===== config.mk =====
export PLATFORM = sky130hd
export DESIGN_NAME = earom_ctrl
export DESIGN_NICKNAME = d
export VERILOG_FILES = /design/src/rtl/earom_pkg.sv /design/src/rtl/earom_mem.sv /design/src/rtl/earom_ctrl.sv
export SDC_FILE = /design/constraint.sdc
export NUM_CORES = 1
export LEC_CHECK = 0
export ABC_AREA = 1
export CAP_MARGIN = 10
export CORE_MARGIN = 2
export CORE_UTILIZATION = 30
export CTS_BUF_LIST = sky130_fd_sc_hd__clkbuf_4
export DETAILED_ROUTE_END_ITERATION = 10
export HOLD_SLACK_MARGIN = 0.08
export PLACE_DENSITY = 0.5
export SYNTH_ARGS = -nofsm -noshare
export SYNTH_HDL_FRONTEND = slang
export SYNTH_HIERARCHICAL = 1
export SYNTH_SLANG_ARGS = --single-unit

===== constraint.sdc =====
create_clock -name clk -period 6.7 [get_ports clk]
set_input_delay 2.01 -clock clk [delete_from_list [all_inputs] [get_ports clk]]
set_output_delay 2.01 -clock clk [all_outputs]
set_load 0.03 [all_outputs]

===== src/rtl/earom_pkg.sv =====
// Shared definitions for the EAROM emulation: CPU mode encodings and controller states.
package earom_pkg;

  localparam logic [1:0] CMD_WRITE = 2'b00;
  localparam logic [1:0] CMD_ERASE = 2'b01;
  localparam logic [1:0] CMD_READ  = 2'b10;
  localparam logic [1:0] CMD_STBY  = 2'b11;

  typedef enum logic [1:0] {
    IDLE,
    PROG,
    HOST
  } state_t;

endpackage


===== src/rtl/earom_mem.sv =====
// Single-port synchronous RAM (read-first) backing the EAROM contents; no reset.
module earom_mem #(
  parameter int AW = 6,
  parameter int DW = 8
) (
  input  logic          clk,
  input  logic [AW-1:0] addr,
  input  logic          we,
  input  logic [DW-1:0] wdata,
  output logic [DW-1:0] q
);

  logic [DW-1:0] mem [2**AW];

  always_ff @(posedge clk) begin
    if (we) mem[addr] <= wdata;
    q <= mem[addr];
  end

endmodule


===== src/rtl/earom_ctrl.sv =====
// EAROM emulation controller: CPU command decode, timed program/erase, host load/save port.
// Optional EAROM_OR_WRITE_EN: CPU WRITE ORs data into the cell instead of overwriting it.
module earom_ctrl
  import earom_pkg::*;
#(
  parameter int AW          = 6,
  parameter int DW          = 8,
  parameter int PROG_CYCLES = 16
) (
  input  logic          clk,
  input  logic          reset_n,
  input  logic          cs,
  input  logic          c1,
  input  logic          c2,
  input  logic          cmd_stb,
  input  logic [AW-1:0] a,
  input  logic [DW-1:0] din,
  output logic [DW-1:0] dout,
  output logic          busy,
  input  logic          host_req,
  input  logic          host_we,
  input  logic [AW-1:0] host_addr,
  input  logic [DW-1:0] host_din,
  output logic [DW-1:0] host_dout,
  output logic          host_ack,
  output logic          dirty,
  input  logic          dirty_clr
);

  localparam int CW = $clog2(PROG_CYCLES) + 1;

  state_t        state, state_nxt;
  logic [CW-1:0] cnt;
  logic [AW-1:0] lat_addr;
  logic [DW-1:0] lat_din;
  logic          lat_erase;
  logic          rd_p1;
  logic [DW-1:0] dout_q, host_q;

  logic [1:0]    mode;
  logic          cpu_go, start_prog, rd_go, prog_last;
  logic [AW-1:0] ram_addr;
  logic          ram_we;
  logic [DW-1:0] ram_wdata, ram_q;

  function automatic logic [DW-1:0] prog_value(input logic erase,
                                               input logic [DW-1:0] wr,
                                               input logic [DW-1:0] old);
    if (erase) return '0;
`ifdef EAROM_OR_WRITE_EN
    return old | wr;
`else
    return wr;
`endif
  endfunction

  earom_mem #(.AW(AW), .DW(DW)) u_mem (
    .clk   (clk),
    .addr  (ram_addr),
    .we    (ram_we),
    .wdata (ram_wdata),
    .q     (ram_q)
  );

  assign mode      = {c1, c2};
  assign cpu_go    = (state == IDLE) && cmd_stb && cs;
  assign prog_last = (state == PROG) && (cnt == '0);

  // The RAM address follows the CPU bus in IDLE, so by the last PROG clock ram_q
  // always holds the old contents of the target cell for the OR-write merge.
  always_comb begin
    state_nxt  = state;
    ram_addr   = a;
    ram_we     = 1'b0;
    ram_wdata  = din;
    start_prog = 1'b0;
    rd_go      = 1'b0;
    case (state)
      IDLE: begin
        if (cpu_go && (mode == CMD_WRITE || mode == CMD_ERASE)) begin
          start_prog = 1'b1;
          state_nxt  = PROG;
        end else if (cpu_go && mode == CMD_READ) begin
          rd_go = 1'b1;
        end else if (host_req) begin
          state_nxt = HOST;
        end
      end
      PROG: begin
        ram_addr = lat_addr;
        if (cnt == '0) begin
          ram_we    = 1'b1;
          ram_wdata = prog_value(lat_erase, lat_din, ram_q);
          state_nxt = IDLE;
        end
      end
      HOST: begin
        ram_addr  = host_addr;
        ram_we    = host_we;
        ram_wdata = host_din;
        state_nxt = IDLE;
      end
      default: state_nxt = IDLE;
    endcase
  end

  always_ff @(posedge clk or negedge reset_n) begin
    if (!reset_n) begin
      state <= IDLE;
    end else begin
      state <= state_nxt;
    end
  end

  always_ff @(posedge clk or negedge reset_n) begin
    if (!reset_n) begin
      cnt       <= '0;
      lat_addr  <= '0;
      lat_din   <= '0;
      lat_erase <= 1'b0;
      rd_p1     <= 1'b0;
      host_ack  <= 1'b0;
      dout_q    <= '0;
      host_q    <= '0;
      dirty     <= 1'b0;
    end else begin
      if (start_prog) begin
        cnt       <= CW'(PROG_CYCLES - 1);
        lat_addr  <= a;
        lat_din   <= din;
        lat_erase <= (mode == CMD_ERASE);
      end else if (state == PROG && cnt != '0) begin
        cnt <= cnt - CW'(1);
      end
      // RAM output stage: capture the read word so the outputs hold between accesses
      rd_p1    <= rd_go;
      host_ack <= (state == HOST);
      if (rd_p1)    dout_q <= ram_q;
      if (host_ack) host_q <= ram_q;
      if (prog_last)      dirty <= 1'b1;
      else if (dirty_clr) dirty <= 1'b0;
    end
  end

  assign busy      = (state != IDLE);
  assign dout      = rd_p1 ? ram_q : dout_q;
  assign host_dout = host_ack ? ram_q : host_q;

endmodule

After elaboration in Yosys (flattened, before gate mapping)

Memory sizes are Yosys's and may differ from the RTL's. A register that Yosys moved wholly into a read port is not among the register bits.
Cells that the tools add are included.

Bits in registers: 41
Bits in writable memories: 512
Input bits: 37
Output and inout port bits: 19
Memories kept: 1

$add $sub $neg: 1
Equal/unequal tests: 7
Mux-type cells: 28
Reduce and logical (&&, ||, !) cells: 15

Memory list:

| memory    | depth | width | rd ports | clocked after Yosys merged registers in | wr ports | line            | source |
|---|---|---|---|---|---|---|---|
| u_mem.mem | 64    | 8     | 1        | 1                                       | 1        | earom_mem.sv:13 | `logic [DW-1:0] mem [2**AW];` |

Operators by type and width:

| operator            | number |
|---|---|
| $mux 8              | 5 |
| $pmux 8 s2          | 1 |
| $mux 1              | 13 |
| $pmux 6 s2          | 1 |
| $mux 5              | 2 |
| $mux 2              | 4 |
| $logic_and 1x1->1   | 6 |
| $reduce_bool 2->1   | 3 |
| $logic_not 5->1     | 1 |
| $reduce_bool 5->1   | 1 |
| $sub 5x1->5 const B | 1 |
| $eq 2x1->1 const B  | 2 |
| $eq 2x2->1 const B  | 2 |
| $logic_not 2->1     | 2 |
| $pmux 2 s2          | 1 |
| $ne 3x2->1 const B  | 1 |
| $ne 3x3->1 const B  | 1 |
| $reduce_and 3->1    | 1 |
| $ne 2x1->1 const B  | 1 |
| $pmux 1 s2          | 1 |
| $logic_or 1x1->1    | 1 |

Longest topological paths before layout

Gate-level depths: netlist of the first run.

Depth in word-level cells: 7
Depth in mapped cells: 18
Depth with buffers taken out: 15

Hierarchy

The synthesis of the first run kept the hierarchy.

By module, submodules not included:

| module     | instances | cells an instance | area an instance (um^2) | seq. area each (um^2) |
|---|---|---|---|---|
| earom_mem  | 1         | 2167              | 22044.9                 | 15534.9 |
| earom_ctrl | 1         | 249               | 2125.8                  | 1026.0 |

Least setup slack after synthesis of the first run

No wires, ideal clock.

Path kind: input to register
From: input host_addr[3]
To: memory u_mem.mem[41][0], enable pin
Data arrival time: 3.792 ns
Slack: 2.513 ns
Cell stages on the path: 7
Path buffers: 1
Cells stage by stage: nand2_1 a31oi_1 buf_2 inv_2 nor3_2 inv_2 nor4_1

Cells in the longest elaborated chain, start to end: 1

Ends and longest elaborated chain:

| item               | line             | source |
|---|---|---|
| start: declaration | earom_ctrl.sv:22 | `input logic [AW-1:0] host_addr,` |
| $pmux 6 s2         | earom_ctrl.sv:78 | `case (state)` |
| net ram_addr[3]    | earom_ctrl.sv:42 | `logic [AW-1:0] ram_addr;` |
| end: declaration   | earom_mem.sv:13  |  |

The timed path passes the listed nets, and every way through them passes these cells.

Final worst setup path of the first run

From: register rd_p1
To: output dout[6]

Cells in the longest elaborated chain, start to end: 1

Ends and longest elaborated chain:

| item                     | line              | source |
|---|---|---|
| start: declaration       | earom_ctrl.sv:37  | `logic rd_p1;` |
| start signal: assignment | earom_ctrl.sv:136 | `rd_p1 <= rd_go;` |
| $mux 8                   | -                 |  |
| end: declaration         | earom_ctrl.sv:18  | `output logic [DW-1:0] dout,` |

No other way between the ends.

==> flow_summary.json, run 1 <==
{
  "cts_buffer_depth": 3,
  "rrSetupSlack_ns": 2.50,
  "vdd_drop_max_uv": 362,
  "synth.avg_cell_area_um2": 10.0,
  "cts_root_buf": "clkbuf_4",
  "final_common_cell": "nand2_1",
  "critPathRequiredTime_ns": 4.69,
  "row_count": 104,
  "final_cell_mix": "nand2_1 (1484), edfxtp_1 (512), clkbuf_4 (224)",
  "synthAdderAreaFrac_pct": 0.207,
  "drv_cap": 0,
  "ys_warn_count": 6,
  "syn-instance-count": 2416,
  "dp_slack_ns": 1.21,
  "drive_above_1_share_pct": 13.2,
  "netlist_area_um2": 24200,
  "clk_latency_ns": 0.97,
  "grt_pass1_vias": 17000,
  "initial_core_util_pct": 30.2,
  "finalSetupTns_ns": 0,
  "grt_max_degree": 195,
  "cts_buffers": 152,
  "fmax_mhz": 221,
  "syn_nets": 2457,
  "antenna_found_initial": 1,
  "status": "complete, no violations",
  "core_area_um2": 80200,
  "report.final.slew_viol_count": 0,
  "wl_per_cell_um": 17.3,
  "max_slew.worst_pin.slew_ns": 1.14,
  "ys_seq_area_share_pct": 68.5,
  "hold_class": "reg -> reg",
  "synth_cell_types": 40,
  "grt_pass1_wl_mm": 99.8,
  "grt_overflow": 0,
  "synth_xor_area_share_pct": 0,
  "cts.htree.levels": 4,
  "holdBufCountCts": 0,
  "yosys-mux-area-fraction_pct": 0.745,
  "whs_ns": 0.477,
  "synth-compound-area-share_pct": 0.937,
  "worstSetupStartpoint": "rd_p1",
  "wirelength_mm": 64.8,
  "finalCritPeriodShare_pct": 67.6,
  "finalHoldViolCount": 0,
  "drc": 0,
  "die_height_um": 288,
  "setup.worst_path.end_class": "primary output",
  "rsz0062_at_grt": "false",
  "dieArea_um2": 82900,
  "synth_edf_count": 512,
  "grt.total_usage_pct": 16.0,
  "hpwl_mm": 38.5,
  "hold_end": "lat_addr[1]",
  "drt_first_pass_iters": 7,
  "setup_slack_ns": 2.17,
  "reg2reg_from": "state[0]",
  "r2r_end": "u_mem/mem[5][7]",
  "ant_nets": 0,
  "ys.flop_type": "edfxtp_1",
  "finalClockSkew_ns": 0.0538,
  "ios": 56,
  "crit_type": "reg -> out",
  "p_per_area_nw_per_um2": 470,
  "cp_max_fo": 8,
  "drtIter0Drc": 1215,
  "dr_total_vias": 16800,
  "vias_per_cell": 4.48,
  "portBuffers": 55,
  "clock_sinks": 561,
  "synth_top_family_by_area": "simple AND/OR/NAND/NOR gates",
  "crit_path_start_kind": "flip-flop",
  "hold_depth": 2,
  "die_x_um": 288,
  "cts_resized": 0,
  "areaGrowthSynthToFinish_pct": 15.2,
  "place_congestion": 0.828,
  "hp-start": "lat_addr[1]",
  "power_leakage_nw": 11.8,
  "dp_cells": 3482,
  "reg2regPathDepth": 8,
  "path_clk_slew_ns": 0.06,
  "synthSimpleGateAreaFrac_pct": 26.1,
  "final_nets": 2617,
  "worst_ep_arrival_time_ns": 2.52,
  "max_slew_margin_pct": 23.4,
  "finalSetupViolations": 0,
  "min_period_ns": 4.53,
  "cts_tree": "yes",
  "synth_seq_cells": 561,
  "postCtsSetupBuffers": 0,
  "finalNonFillerCells": 3738,
  "async_flop_share_pct": 7.31
}
## Yosys cell counts, types with 4 or more instances
cell / number / area share [%]
nor3_2: 8 / 0.33
nand3_1: 19 / 0.39
nor2_1: 96 / 1.5
buf_6: 16 / 0.75
dfrtp_1: 41 / 4.2
nand2_1: 1492 / 23
buf_2: 57 / 1.2
o211ai_1: 5 / 0.16
buf_1: 4 / 0.062
clkbuf_1: 25 / 0.39
o21ai_0: 4 / 0.083
edfxtp_1: 512 / 64
dfxtp_1: 8 / 0.66
ha_1: 4 / 0.21
a31oi_1: 6 / 0.16
inv_2: 5 / 0.078
buf_4: 7 / 0.22
mux2_2: 16 / 0.75
o21bai_1: 8 / 0.25
o21ai_1: 7 / 0.14
inv_1: 47 / 0.73
## metal layers
layer,wire length (µm),vias up,global-route usage [%],share of wire [%]
li1,-,8199,-,-
met1,29100,8015,20.5,45
met2,31000,455,26.2,48
met3,3200,92,3.39,4.9
met4,1560,0,6.33,2.4
met5,0,-,0,0
## sequential cells by signal (all words and copies together), names as in the netlist
register and cells:
rd_p1 1, u_mem/mem 512, cnt 5, u_mem/q 8, state 2, host_ack 1, lat_erase 1, lat_addr 6
lat_din 8, dirty 1, dout_q 8, host_q 8
## power breakdown
part	switching, mW	internal, mW	total, mW
Clock	1.37	1.63	3.00
Sequential	0.0883	4.45	4.53
Combinational	4.16	1.39	5.55
## layout make-up
type	instances	area (µm²)
clock buffer	224	1680
inverter	54	211
fill	8201	52300
timing repair buffer	116	1030
multi-input combinational	1691	6830
tap	1060	1330
antenna	2	5.00
sequential	561	16600
clock inverter	30	199
## how the worst max path moves through the flow
stage | endpoint | slack (ns) | cells after the start
2_1_floorplan | u_mem/mem[41][0] | 2.51 | 7
3_3_place_gp | u_mem/mem[5][4] | 1.29 | 7
3_5_place_dp | u_mem/mem[5][4] | 1.21 | 7
4_1_cts | dout[2] | 1.97 | 2
5_1_grt | dout[6] | 1.99 | 2
6_report | dout[6] | 2.17 | 2
## per-stage QoR
stage / power [mW] / cell area, µm² / util [%]
6_report: 13.1 / 27800 / 34.7
5_1_grt: 14.1 / 27800 / 34.7
4_1_cts: 13.3 / 27800 / 34.7
3_5_place_dp: 10.2 / 26000 / 32.4
3_3_place_gp: 10.2 / 26000 / 32.4
2_1_floorplan: 8.37 / 24200 / -
## logic make-up (layout without fill, tap and decap cells)
logic type               Yosys count  after routing
flip-flops                       561            561
adder cells (fa/ha/maj)            4              4
other                              0              2
AO/OA/AOI/OAI                     35             35
AND/OR/NAND/NOR                 1636           1636
buffers and inverters            164            424
multiplexers                      16             16
## worst max-delay path, cell delays in order, from the launching register on
cell	delay [ns]
dfrtp_1	0.57
mux2_2	0.40
clkdlybuf4s50_1	0.59
Note: power is estimated with default switching activity, not from simulation.
==> inputs of run 2 (changes only) <==
==> constraint.sdc (replaced) <==
create_clock -name clk -period 4.7 [get_ports clk]
set_input_delay 1.41 -clock clk [delete_from_list [all_inputs] [get_ports clk]]
set_output_delay 1.41 -clock clk [all_outputs]
set_load 0.03 [all_outputs]
==> run 2 against run 1 <==
Effect of this change: combinational power rose by 47%; cell area is 2.4% higher; clock skew fell by 0.0074 ns; register-to-register slack worse by 1.5 ns; sequential power up 42%; total power grew 47%; flip-flop and latch count unchanged; largest cell class unchanged; highest routed layer unchanged.
==> flow_summary.json, run 2 (synthesized netlist as in run 1, its figures left out) <==
{
  "status": "complete, no violations",
  "finalClockSkew_ns": 0.0464,
  "grt.total_usage_pct": 16.0,
  "portBuffers": 55,
  "ant_nets": 0,
  "postCtsSetupBuffers": 0,
  "cts_buffer_depth": 3,
  "grt_max_degree": 161,
  "vias_per_cell": 4.47,
  "p_total_mw": 19.2,
  "finalSetupTns_ns": 0,
  "top_register": "u_mem/mem",
  "drt_first_pass_iters": 5,
  "worst_ep_arrival_time_ns": 2.53,
  "p_per_area_nw_per_um2": 675,
  "finalHoldViolCount": 0,
  "clk_latency_ns": 0.97,
  "hpwl_mm": 38.4,
  "finalCritPeriodShare_pct": 83.7,
  "drive_above_1_share_pct": 15.5,
  "die_x_um": 288,
  "final_area_um2": 28500,
  "antenna_found_initial": 1,
  "row_count": 104,
  "dr_total_vias": 17000,
  "core_area_um2": 80200,
  "path_clk_slew_ns": 0.06,
  "holdBufCountCts": 0,
  "cp_max_fo": 8,
  "cpPeakStageDelay_ns": 0.60,
  "largest_register_ffs": 512,
  "drtIter0Drc": 1097,
  "power_leakage_nw": 12.2,
  "fmax_mhz": 254,
  "dieArea_um2": 82900,
  "crit_type": "reg -> out",
  "drv_cap": 0,
  "drc": 0,
  "fillers": 8211,
  "vdd_drop_max_uv": 687,
  "grt_overflow": 0,
  "max_slew.worst_pin.slew_ns": 0.964,
  "final_common_cell": "nand2_1",
  "cts_root_buf": "clkbuf_4",
  "fin_util_pct": 35.6,
  "setup.worst_path.end_class": "primary output",
  "cts.htree.levels": 4,
  "crit_chain": "mux2_2 > clkdlybuf4s50_1",
  "finalSetupViolations": 0,
  "critPathRequiredTime_ns": 3.29,
  "crit_path_start_kind": "flip-flop",
  "areaGrowthSynthToFinish_pct": 17.9,
  "final_nets": 2670,
  "seq_area_um2": 16600,
  "place_congestion": 0.808,
  "multi_input_area_um2": 6830,
  "rsz0062_at_grt": "false",
  "wirelength_mm": 65.5,
  "max_slew_margin_pct": 35.7,
  "cts_buffers": 155,
  "final_cell_mix": "nand2_1 (1484), edfxtp_1 (512), clkbuf_4 (246)",
  "grt_pass1_wl_mm": 100,
  "hold_class": "reg -> reg",
  "report.final.slew_viol_count": 0,
  "grt_pass1_vias": 17100,
  "initial_core_util_pct": 30.2,
  "worst_path_max_delay_cell": "clkdlybuf4s50_1",
  "clock_sinks": 561,
  "min_period_ns": 3.94,
  "cts_tree": "yes",
  "placed_area_um2": 26400,
  "wl_per_cell_um": 17.2,
  "die_height_um": 288,
  "ios": 56,
  "cts_resized": 0
}
==> run 2: path summary, 6_finish.rpt <==
path	startpoint	end	slack, ns	cells after the start
worst max-delay path	rd_p1	dout[6]	0.76	2
worst min-delay path	lat_din[7]	lat_din[7]	0.48	2
worst max register to register	state[0]	u_mem/q[2]	1.04	15
worst min register to register	lat_din[7]	lat_din[7]	0.48	2
max in group asynchronous	reset_n	dirty	3.49	1
min in group asynchronous	reset_n	host_q[0]	0.57	1
==> run 2: critical path, delay by kind of cell, from the launching register on <==
family | cells | cell delay, ns
buffers and inverters | 1 | 0.60
flip-flops | 1 | 0.56
multiplexers | 1 | 0.41
==> run 2: cell type report <==
cell class | count | area share [%]
tap | 1060 | 4.65
antenna | 1 | 0.00878
clock buffer | 246 | 6.48
clock inverter | 31 | 0.843
timing repair buffer | 166 | 5.19
inverter | 54 | 0.742
multi-input combinational | 1691 | 24.0
sequential | 561 | 58.1
==> run 2: per-layer routing <==
| layer | part of all wire, % | up-vias | GRT usage, % |
|---|---|---|---|
| met5 | 0 | - | 0 |
| li1 | - | 8324 | - |
| met4 | 2.1 | 0 | 5.52 |
| met2 | 48 | 451 | 26.7 |
| met1 | 44 | 8130 | 20.7 |
| met3 | 5.4 | 114 | 3.30 |
==> run 2: power breakdown <==
part	internal (mW)	switching (mW)
logic	2.15	6.03
clock network	2.58	2.01
registers	6.33	0.124
total	11.1	8.17
==> run 2: stage by stage <==
stage	instances	setup WS, ns	hold WS, ns
2_1_floorplan	2416	1.11	0.449
6_report	3810	0.765	0.483
4_1_cts	3809	0.603	0.482
3_3_place_gp	3532	0.360	0.462
3_5_place_dp	3532	0.325	0.466
5_1_grt	3810	0.605	0.510
==> edit: new RTL, flow settings as in run 2 <==
The 3 states of `state_t` get a one-hot encoding in 3 bits.
--- a/src/rtl/earom_pkg.sv
+++ b/src/rtl/earom_pkg.sv
@@ -6,10 +6,10 @@
   localparam logic [1:0] CMD_READ  = 2'b10;
   localparam logic [1:0] CMD_STBY  = 2'b11;
 
-  typedef enum logic [1:0] {
-    IDLE,
-    PROG,
-    HOST
+  typedef enum logic [2:0] {
+    IDLE = 3'b001,
+    PROG = 3'b010,
+    HOST = 3'b100
   } state_t;
 
 endpackage
Function: no difference found for any inputs over 4 cycles, from zero or initial values and one cycle with reset_n low; so few cycles prove little.
==> edit against run 2 <==
- sequential cell count rose by 1
- count of clock-buffer cells in the layout down 10
- design area fell by 0.67%
- routed wire length is 1.1% higher
- worst setup slack got worse by 0.015 ns
- final cell count decreased by 0.71%
- critical endpoint is now host_dout[0]
- area after synthesis shrank 0.34%
Power is not compared: it rests on default switching activity, and its combinational part moved more than twofold at a synthesized area within 25%.
==> edit: results <==
metrics = {
    "yosys": {
        "ys_top_cells_by_area": "edfxtp_1 64%, nand2_1 23%, dfrtp_1 4.3%",
        "synth_fa_ha_area_frac": 0.000519,
        "synth-xor-area-share": 0.000364,
        "yosysUniqueCellTypes": 34,
        "ys_async_sr_fraction": 0.0747,
        "synth_top_cells_by_count": "1459 x nand2_1, 512 x edfxtp_1, 89 x nor2_1",
        "syn_inst": 2389,
        "yosysSeqAreaShare": 0.689,
        "synthMuxAreaShare": 0.00748,
        "synth-compound-area-share": 0.00696,
    },
    "final_layout": {
        "n_sequential_cell": 562,
        "fillers": 8042,
        "nClkBuffers": 236,
        "n_all_buffers": 179,
        "final_cells": 3783,
        "bufAreaShareNonClock": 0.0553,
        "num-multi-input-gates": 1667,
        "diodes": 6,
        "clkCellAreaFrac": 0.0675,
        "multi_input_area_share": 0.237,
        "final_util": 0.357,
        "seq_area_mm2": 0.0166,
        "nets": 2655,
        "drive_gt1_frac": 0.160,
        "inv_count": 53,
    },
    "sta": {
        "relSlewSlack": 0.359,
        "fin_skew_ns": 0.0634,
    },
    "global_routing": {
        "grt_max_degree": 121,
        "grt_pass1_wl_mm": 101,
        "grtUsageTotal": 0.163,
        "grt_pass1_vias": 17200,
        "antenna_found_initial": 3,
    },
    "detailed_routing": {
        "vias": 17100,
        "routed_wirelength_mm": 66.2,
        "drtPass1Iterations": 6,
        "dr.first_iter.drc_count": 1207,
    },
    "floorplan": {
        "fp-row-count": 103,
    },
    "pwr": {
        "p_leak_nw": 12.0,
        "power_mw": 13.9,
    },
    "place": {
        "placed_cell_area_mm2": 0.0264,
        "dp.cells": 3511,
        "dp_slack_ns": 0.421,
        "dp_hpwl_mm": 40.0,
        "io_buffers": 55,
        "place_congestion": 0.843,
    },
    "worst_setup_path": {
        "critPathMaxFanout": 9,
        "reg2reg_depth": 10,
        "cp.arrival_ns": 2.54,
    },
    "clock_network": {
        "cts_buffers": 154,
        "insertion_delay_ns": 1.02,
        "post_cts_resized": 0,
        "cts_setup_buffers": 0,
        "path_clk_slew_ns": 0.06,
    },
    "status": {
        "outcome": "finished clean",
    },
}
## edit: cell count changes after synthesis, moves of 7 or more
cell / before / now
o21bai_1: 8 / 0
nand3_1: 19 / 36
nor2_1: 96 / 89
nand2_1: 1492 / 1459
## edit: path summary, 6_finish.rpt
check | end | from | slack, ns
setup reg to reg | u_mem/mem[33][2] | cnt[0] | 1.41
min in group asynchronous | dout_q[5] | reset_n | 0.54
hold / removal | lat_din[7] | lat_din[7] | 0.48
max in group asynchronous | lat_erase | reset_n | 3.50
setup / recovery | host_dout[0] | host_ack | 0.75
hold reg to reg | lat_din[7] | lat_din[7] | 0.48
## edit: per-layer routing
layer | up-vias | routed length [µm] | track usage
li1 | 8280 | - | -
met1 | 8142 | 28400 | 0.203
met2 | 538 | 31300 | 0.266
met3 | 139 | 4250 | 0.0394
met4 | 0 | 2200 | 0.0745
met5 | - | 0 | 0
## edit: worst max-delay path, stage by stage (launching register included)
cell and delay, ns:
dfrtp_1 0.55, mux2_2 0.40, clkdlybuf4s50_1 0.60
